### config.mk
export PLATFORM = sky130hd
export DESIGN_NAME = counter_mod
export DESIGN_NICKNAME = d
export VERILOG_FILES = /design/src/rtl/counter_mod.sv
export SDC_FILE = /design/constraint.sdc
export NUM_CORES = 1
export LEC_CHECK = 0
export ABC_AREA = 1
export BUFFER_PORTS_ARGS = -buffer_cell sky130_fd_sc_hd__buf_2
export CAP_MARGIN = 5
export CELL_PAD_IN_SITES_DETAIL_PLACEMENT = 1
export CELL_PAD_IN_SITES_GLOBAL_PLACEMENT = 1
export CORE_AREA = 2 2 39 41
export CTS_BUF_LIST = sky130_fd_sc_hd__clkbuf_8
export DETAILED_ROUTE_END_ITERATION = 10
export DIE_AREA = 0 0 41 43
export PLACE_DENSITY_LB_ADDON = 0.1
export SLEW_MARGIN = 20
export SYNTH_ARGS = -nofsm -noshare
export SYNTH_HDL_FRONTEND = slang
export SYNTH_SLANG_ARGS = --single-unit
### constraint.sdc
create_clock -name clock -period 1.3 [get_ports clock]
set_input_delay 0 -clock clock [delete_from_list [all_inputs] [get_ports clock]]
set_output_delay 0 -clock clock [all_outputs]
set_load 0.01 [all_outputs]
### src/rtl/counter_mod.sv
// counter_mod: modulo-MODULUS up/down counter with synchronous clear and load,
// count enable, terminal-count flag, registered wrap pulse and a registered
// one-hot decode of the count.
// Optional build macro COUNTER_MOD_SAT_EN: when defined, the counter
// saturates at its terminal count instead of wrapping around.
module counter_mod #(
  parameter int WIDTH   = 2,
  parameter int MODULUS = 4
) (
  input  logic               clock,
  input  logic               clear_n,
  input  logic               sclr,
  input  logic               enable,
  input  logic               up,
  input  logic               load,
  input  logic [WIDTH-1:0]   load_value,
  output logic [WIDTH-1:0]   state,
  output logic [MODULUS-1:0] state_onehot,
  output logic               tc,
  output logic               wrap
);

  // Highest legal count, held at WIDTH bits so every compare is WIDTH wide.
  // Using "> MAX_VAL" rather than ">= MODULUS" keeps the clamp correct when
  // MODULUS == 2**WIDTH (MODULUS itself is not representable in WIDTH bits).
  localparam logic [WIDTH-1:0]   MAX_VAL    = WIDTH'(MODULUS - 1);
  localparam logic [MODULUS-1:0] ONEHOT_RST = MODULUS'(1);

  logic [WIDTH-1:0]   state_reg;
  logic [WIDTH-1:0]   state_next;
  logic [MODULUS-1:0] onehot_reg;
  logic [MODULUS-1:0] onehot_next;
  logic               wrap_reg;
  logic               wrap_next;
  logic               at_max;
  logic               at_zero;
  logic               tc_int;

  assign at_max  = (state_reg == MAX_VAL);
  assign at_zero = (state_reg == '0);
  assign tc_int  = up ? at_max : at_zero;

  // Next count and wrap pulse; priority is sclr > load > enable > hold.
  always_comb begin
    state_next = state_reg;
    wrap_next  = 1'b0;
    if (sclr) begin
      state_next = '0;
    end else if (load) begin
      state_next = (load_value > MAX_VAL) ? MAX_VAL : load_value;
    end else if (enable) begin
`ifdef COUNTER_MOD_SAT_EN
      // Saturating: stop at the terminal count, never pulse wrap.
      if (!tc_int) begin
        state_next = up ? (state_reg + WIDTH'(1)) : (state_reg - WIDTH'(1));
      end
`else
      if (up) begin
        if (at_max) begin
          state_next = '0;
          wrap_next  = 1'b1;
        end else begin
          state_next = state_reg + WIDTH'(1);
        end
      end else begin
        if (at_zero) begin
          state_next = MAX_VAL;
          wrap_next  = 1'b1;
        end else begin
          state_next = state_reg - WIDTH'(1);
        end
      end
`endif
    end
  end

  // Decode the next count so the one-hot register updates on the same edge
  // as the binary count, with no decode lag on the timing-state lines.
  generate
    for (genvar gi = 0; gi < MODULUS; gi++) begin : g_onehot
      assign onehot_next[gi] = (state_next == WIDTH'(gi));
    end
  endgenerate

  // Count, one-hot and wrap registers; clear_n discards any pending wrap.
  always_ff @(posedge clock or negedge clear_n) begin
    if (!clear_n) begin
      state_reg  <= '0;
      onehot_reg <= ONEHOT_RST;
      wrap_reg   <= 1'b0;
    end else begin
      state_reg  <= state_next;
      onehot_reg <= onehot_next;
      wrap_reg   <= wrap_next;
    end
  end

  assign state        = state_reg;
  assign state_onehot = onehot_reg;
  assign wrap         = wrap_reg;
  assign tc           = tc_int;

endmodule

# Yosys cells after proc, flatten, opt, wreduce, memory -nomap -nowiden
# Index checks and enable logic that the tools add are counted.
# word_totals
register_bits	7
inputBits	8
out_inout_bits	8
wordCells	26
# op_classes
n_addsub	2
n_lt_le_gt_ge	1
n_eq_ne	4
n_mux	14
reduce_logical	2
# ops
cell	n
$mux 2	7
$mux 1	7
$eq 2x2->1 const B	3
$logic_not 2->1	2
$add 2x1->2 const B	1
$eq 2x1->1 const B	1
$gt 2x2->1 const B	1
$sub 2x1->2 const B	1

# Logic depth before layout (Yosys ltp)
# logic_depth
depth_word	7
mapped_depth	9
depth_no_buf	9

# Least setup slack after synthesis
# OpenSTA, ideal clock, no wires.
# synth_timing
path_type	reg-to-reg
from	reg state_reg[0] (netlist: state[0])
to	reg onehot_reg[1] (netlist: state_onehot[1])
arrival_time_ns	1.165
setup_slack_ns	0.063
stages_incl_launch_ff	10
n_path_buf	0
cell_sequence	dfrtp_1 -> inv_1 -> ha_1 -> inv_1 -> nand2_1 -> nand3_1 -> nand2_1 -> nand2_2 -> inv_1 -> nor2_1
# synth_via
elab_chain_cells	7
elab_cells_between_ends	11
# synth_rtl
element	line	rtl
from (decl)	29	logic [WIDTH-1:0] state_reg;
from (signal assigned)	92	state_reg <= state_next;
$sub 2x1->2, or another cell as far along	70	state_next = state_reg - WIDTH'(1);
$mux 2, on equally long branches	66, 59	
$mux 2 (*)	58	if (up) begin
$mux 2 (*)	51	end else if (enable) begin
$mux 2 (*)	49	end else if (load) begin
$mux 2 (*)	47	if (sclr) begin
named net state_next[1]	30	logic [WIDTH-1:0] state_next;
$eq 2x1->1 (*)	81	assign onehot_next[gi] = (state_next == WIDTH'(gi));
named net onehot_next[1]	32	logic [MODULUS-1:0] onehot_next;
to (signal assigned)	93	onehot_reg <= onehot_next;
to (decl)	31	logic [MODULUS-1:0] onehot_reg;
# Mark *: on every way through the listed nets, which the timed path passes. The rest lies on a longest branch.

# Final worst setup path
# Ends and elaborated chain as after synthesis.

==> flow_metrics.tcl <==
set metrics [dict create \
    rsz0062_at_grt "true" \
    dp_hpwl_um 660 \
    vias 356 \
    yosysUniqueCellTypes 9 \
    synthMuxAreaShare_pct 0 \
    firstDrtPassIters 2 \
    p_int_w 0.000490 \
    yosys.area.top_type "dfrtp_1" \
    syn_to_final_growth_pct 51.1 \
    synthAdderAreaFrac_pct 7.30 \
    syn-num-nets 54 \
    numCtsBuffers 3 \
    io_pins 16 \
    clock_sinks 7 \
    grt_pass1_vias 357 \
    critPathLaunchType "flip-flop" \
    tritoncts "built" \
    p_switching_w 0.000160 \
    syn_inst 44 \
    gp_congestion 0.609 \
    dieWidth_um 41 \
    ys_seq_area_share_pct 51.5 \
    hold_viol_final 0 \
    irDropWorstVdd_mv 0.683 \
    drive_gt1_share_pct 34.3 \
    antenna_cells 0 \
    ant_nets 0 \
    maxSlewViolCount 0 \
    fin_nets 78 \
    crit_arrival_ns 1.42 \
    cts_max_path_buffers 2 \
    cp_max_fo 4 \
    num_rows 14 \
    ys_warn_count 0 \
    end_kind "flip-flop" \
    max_stage_delay_ns 0.39 \
    maxCapViolCount 0 \
    overflow 0 \
    status "completed" \
    crit_type "flip-flop to flip-flop" \
    max_freq_ghz 0.791 \
    wl_per_cell_um 9.55 \
    worst_slack_ns 0.0356 \
    yosys.area_share.simple_pct 25.5 \
    relSlewSlack_pct 88.2 \
    coreArea_um2 1380 \
    synth-xor-area-share_pct 0 \
    pwr-share-clk_pct 45.0 \
    finalSetupViolations 0 \
    fp.dieH_um 43 \
    first_iter_violations 3 \
    period_needed_ns 1.26 \
    grt_start_max_net_pins 8 \
    grt_pass1_wl_mm 1.39 \
    cts-root-buf "clkbuf_8" \
    netlist_area_um2 343 \
    antenna_found_initial 0 \
    fin_crit_sh_pct 97.3 \
    pwr-share-seq_pct 37.6 \
    synth_top_area_share_pct 43.8 \
    largest_register_ffs 4 \
    route.detailed.drc 0 \
    p_comb_share_pct 17.4 \
    synth_compound_area_share_pct 5.84 \
    start_util_pct 24.8 \
    ys_ff_latch 7 \
    min_path_type "input pin to flip-flop" \
    syn_avg_cell_area_um2 7.79 \
    ys_top_cells_by_area "dfrtp_1, nand2_1, inv_1" \
    tns_ns 0 \
    finalClockSkew_ns 0.00141 \
    tightest_slew_ns 0.177 \
    p_per_area_nw_per_um2 1260 \
    cp.required_ns 1.46 \
    p_leak_nw 0.316 \
    clkSlewWorstSetupHoldPaths_ns 0.04 \
    die_area_um2 1760 \
    swShare_pct 24.6 \
    htreeDepth 1 \
    crit_path_top_delay_cell "dfrtp_1" \
    synth_top_family_by_area "simple AND/OR/NAND/NOR gates" \
    grt.total_usage_pct 12.4 \
    drt-total-wl_um 793 \
    clk_latency_ns 0.22 \
    drt-vias-per-instance 4.29 \
    dpl_worst_slack_ns -0.00660 \
    crit_chain "inv_1 > ha_1 > inv_1 > nand2_1 > nand3_1 > nand2_1 > nand2_2 > inv_2 > nor2_1" \
    port_buffers 15 \
]
[placed cells by master (no fill, tap or decap)]
| master | n |
|---|---|
| nand3_1 | 2 |
| dlygate4sd3_1 | 2 |
| nor2_1 | 8 |
| inv_1 | 9 |
| dfrtp_1 | 6 |
| a21oi_1 | 4 |
| nand2_2 | 1 |
| inv_2 | 1 |
| buf_4 | 2 |
| clkbuf_8 | 3 |
| nand2_1 | 11 |
| buf_2 | 15 |
| ha_1 | 2 |
| dfstp_2 | 1 |
[kinds of logic (layout without fill, tap and decap cells)]
logic type,after synthesis,in the layout
and+or+nand+nor,22,22
buffers and inverters,9,32
DFF,7,7
AOI/OAI and AO/OA,4,4
adders and majority gates,2,2
[final cells by class]
| class | count | area, um^2 |
|---|---|---|
| fill | 180 | 866 |
| sequential | 7 | 176 |
| multi-input combinational | 28 | 133 |
| timing repair buffer | 19 | 110 |
| clock buffer | 3 | 41.3 |
| inverter | 9 | 33.8 |
| tap | 16 | 20.0 |
| clock inverter | 1 | 3.75 |
[worst paths after layout]
| check | startpoint | end | slack [ns] | depth (start not counted) |
|---|---|---|---|---|
| min in group asynchronous | clear_n | state_onehot[1]$_DFF_PN0_ | 0.13 | 2 |
| max in group asynchronous | clear_n | state_onehot[0]$_DFF_PN1_ | 0.94 | 2 |
| min | enable | wrap$_DFF_PN0_ | 0.06 | 3 |
| max reg2reg | state[0]$_DFF_PN0_ | state_onehot[1]$_DFF_PN0_ | 0.04 | 9 |
| max | state[0]$_DFF_PN0_ | state_onehot[1]$_DFF_PN0_ | 0.04 | 9 |
| min reg2reg | state[1]$_DFF_PN0_ | state[1]$_DFF_PN0_ | 0.70 | 4 |
[cell usage after synthesis]
master and n:
nand3_1 2, dfstp_2 1, nand2_2 1, nand2_1 11, a21oi_1 4, nor2_1 8
inv_1 9, dfrtp_1 6, ha_1 2
[layer usage]
layer | up-vias | share of wire, % | track usage, %
li1 | 175 | - | -
met1 | 167 | 39 | 14.1
met2 | 9 | 51 | 17.5
met3 | 5 | 4.9 | 3.14
met4 | 0 | 4.8 | 12.0
met5 | - | 0 | 0
[power by group through the flow]
stage          Clock [W]  Sequential, W  Combinational [W]
5_1_grt         0.000314       0.000246           0.000133
4_1_cts         0.000305       0.000245           0.000117
2_1_floorplan          0       0.000256          0.0000488
3_3_place_gp           0       0.000248           0.000108
6_report        0.000293       0.000244           0.000113
3_5_place_dp           0       0.000248           0.000108
[what timing repair did]
item                                    in CTS  in global routing
pin swaps                                    1                  3
gates cloned                                 0                  0
setup buffers                                1                  0
resized for setup                            0                  1
endpoints found under the setup margin       1                  5
endpoints found under the hold margin        8                  0
hold buffers                                 2                  0
[per-stage QoR]
| stage | power (W) | utilization [%] | std cells | instance area, um^2 | hold slack, ns |
|---|---|---|---|---|---|
| finish | 0.000650 | 37.4 | 83 | 518 | 0.0613 |
| global route | 0.000693 | 37.4 | 83 | 518 | 0.0952 |
| CTS | 0.000667 | 37.4 | 83 | 518 | 0.0713 |
| detailed placement | 0.000356 | 32.2 | 76 | 445 | -0.162 |
| global placement | 0.000356 | 32.2 | 76 | 445 | -0.163 |
| floorplan | 0.000305 | - | 44 | 343 | -0.296 |
[worst max-delay path: cells and delay by family (launching register included)]
| family | cells | cell delay (ns) |
|---|---|---|
| and+or+nand+nor | 5 | 0.34 |
| buffers and inverters | 3 | 0.16 |
| adders and majority gates | 1 | 0.30 |
| DFF | 1 | 0.39 |
(Power assumes the default switching activity.)
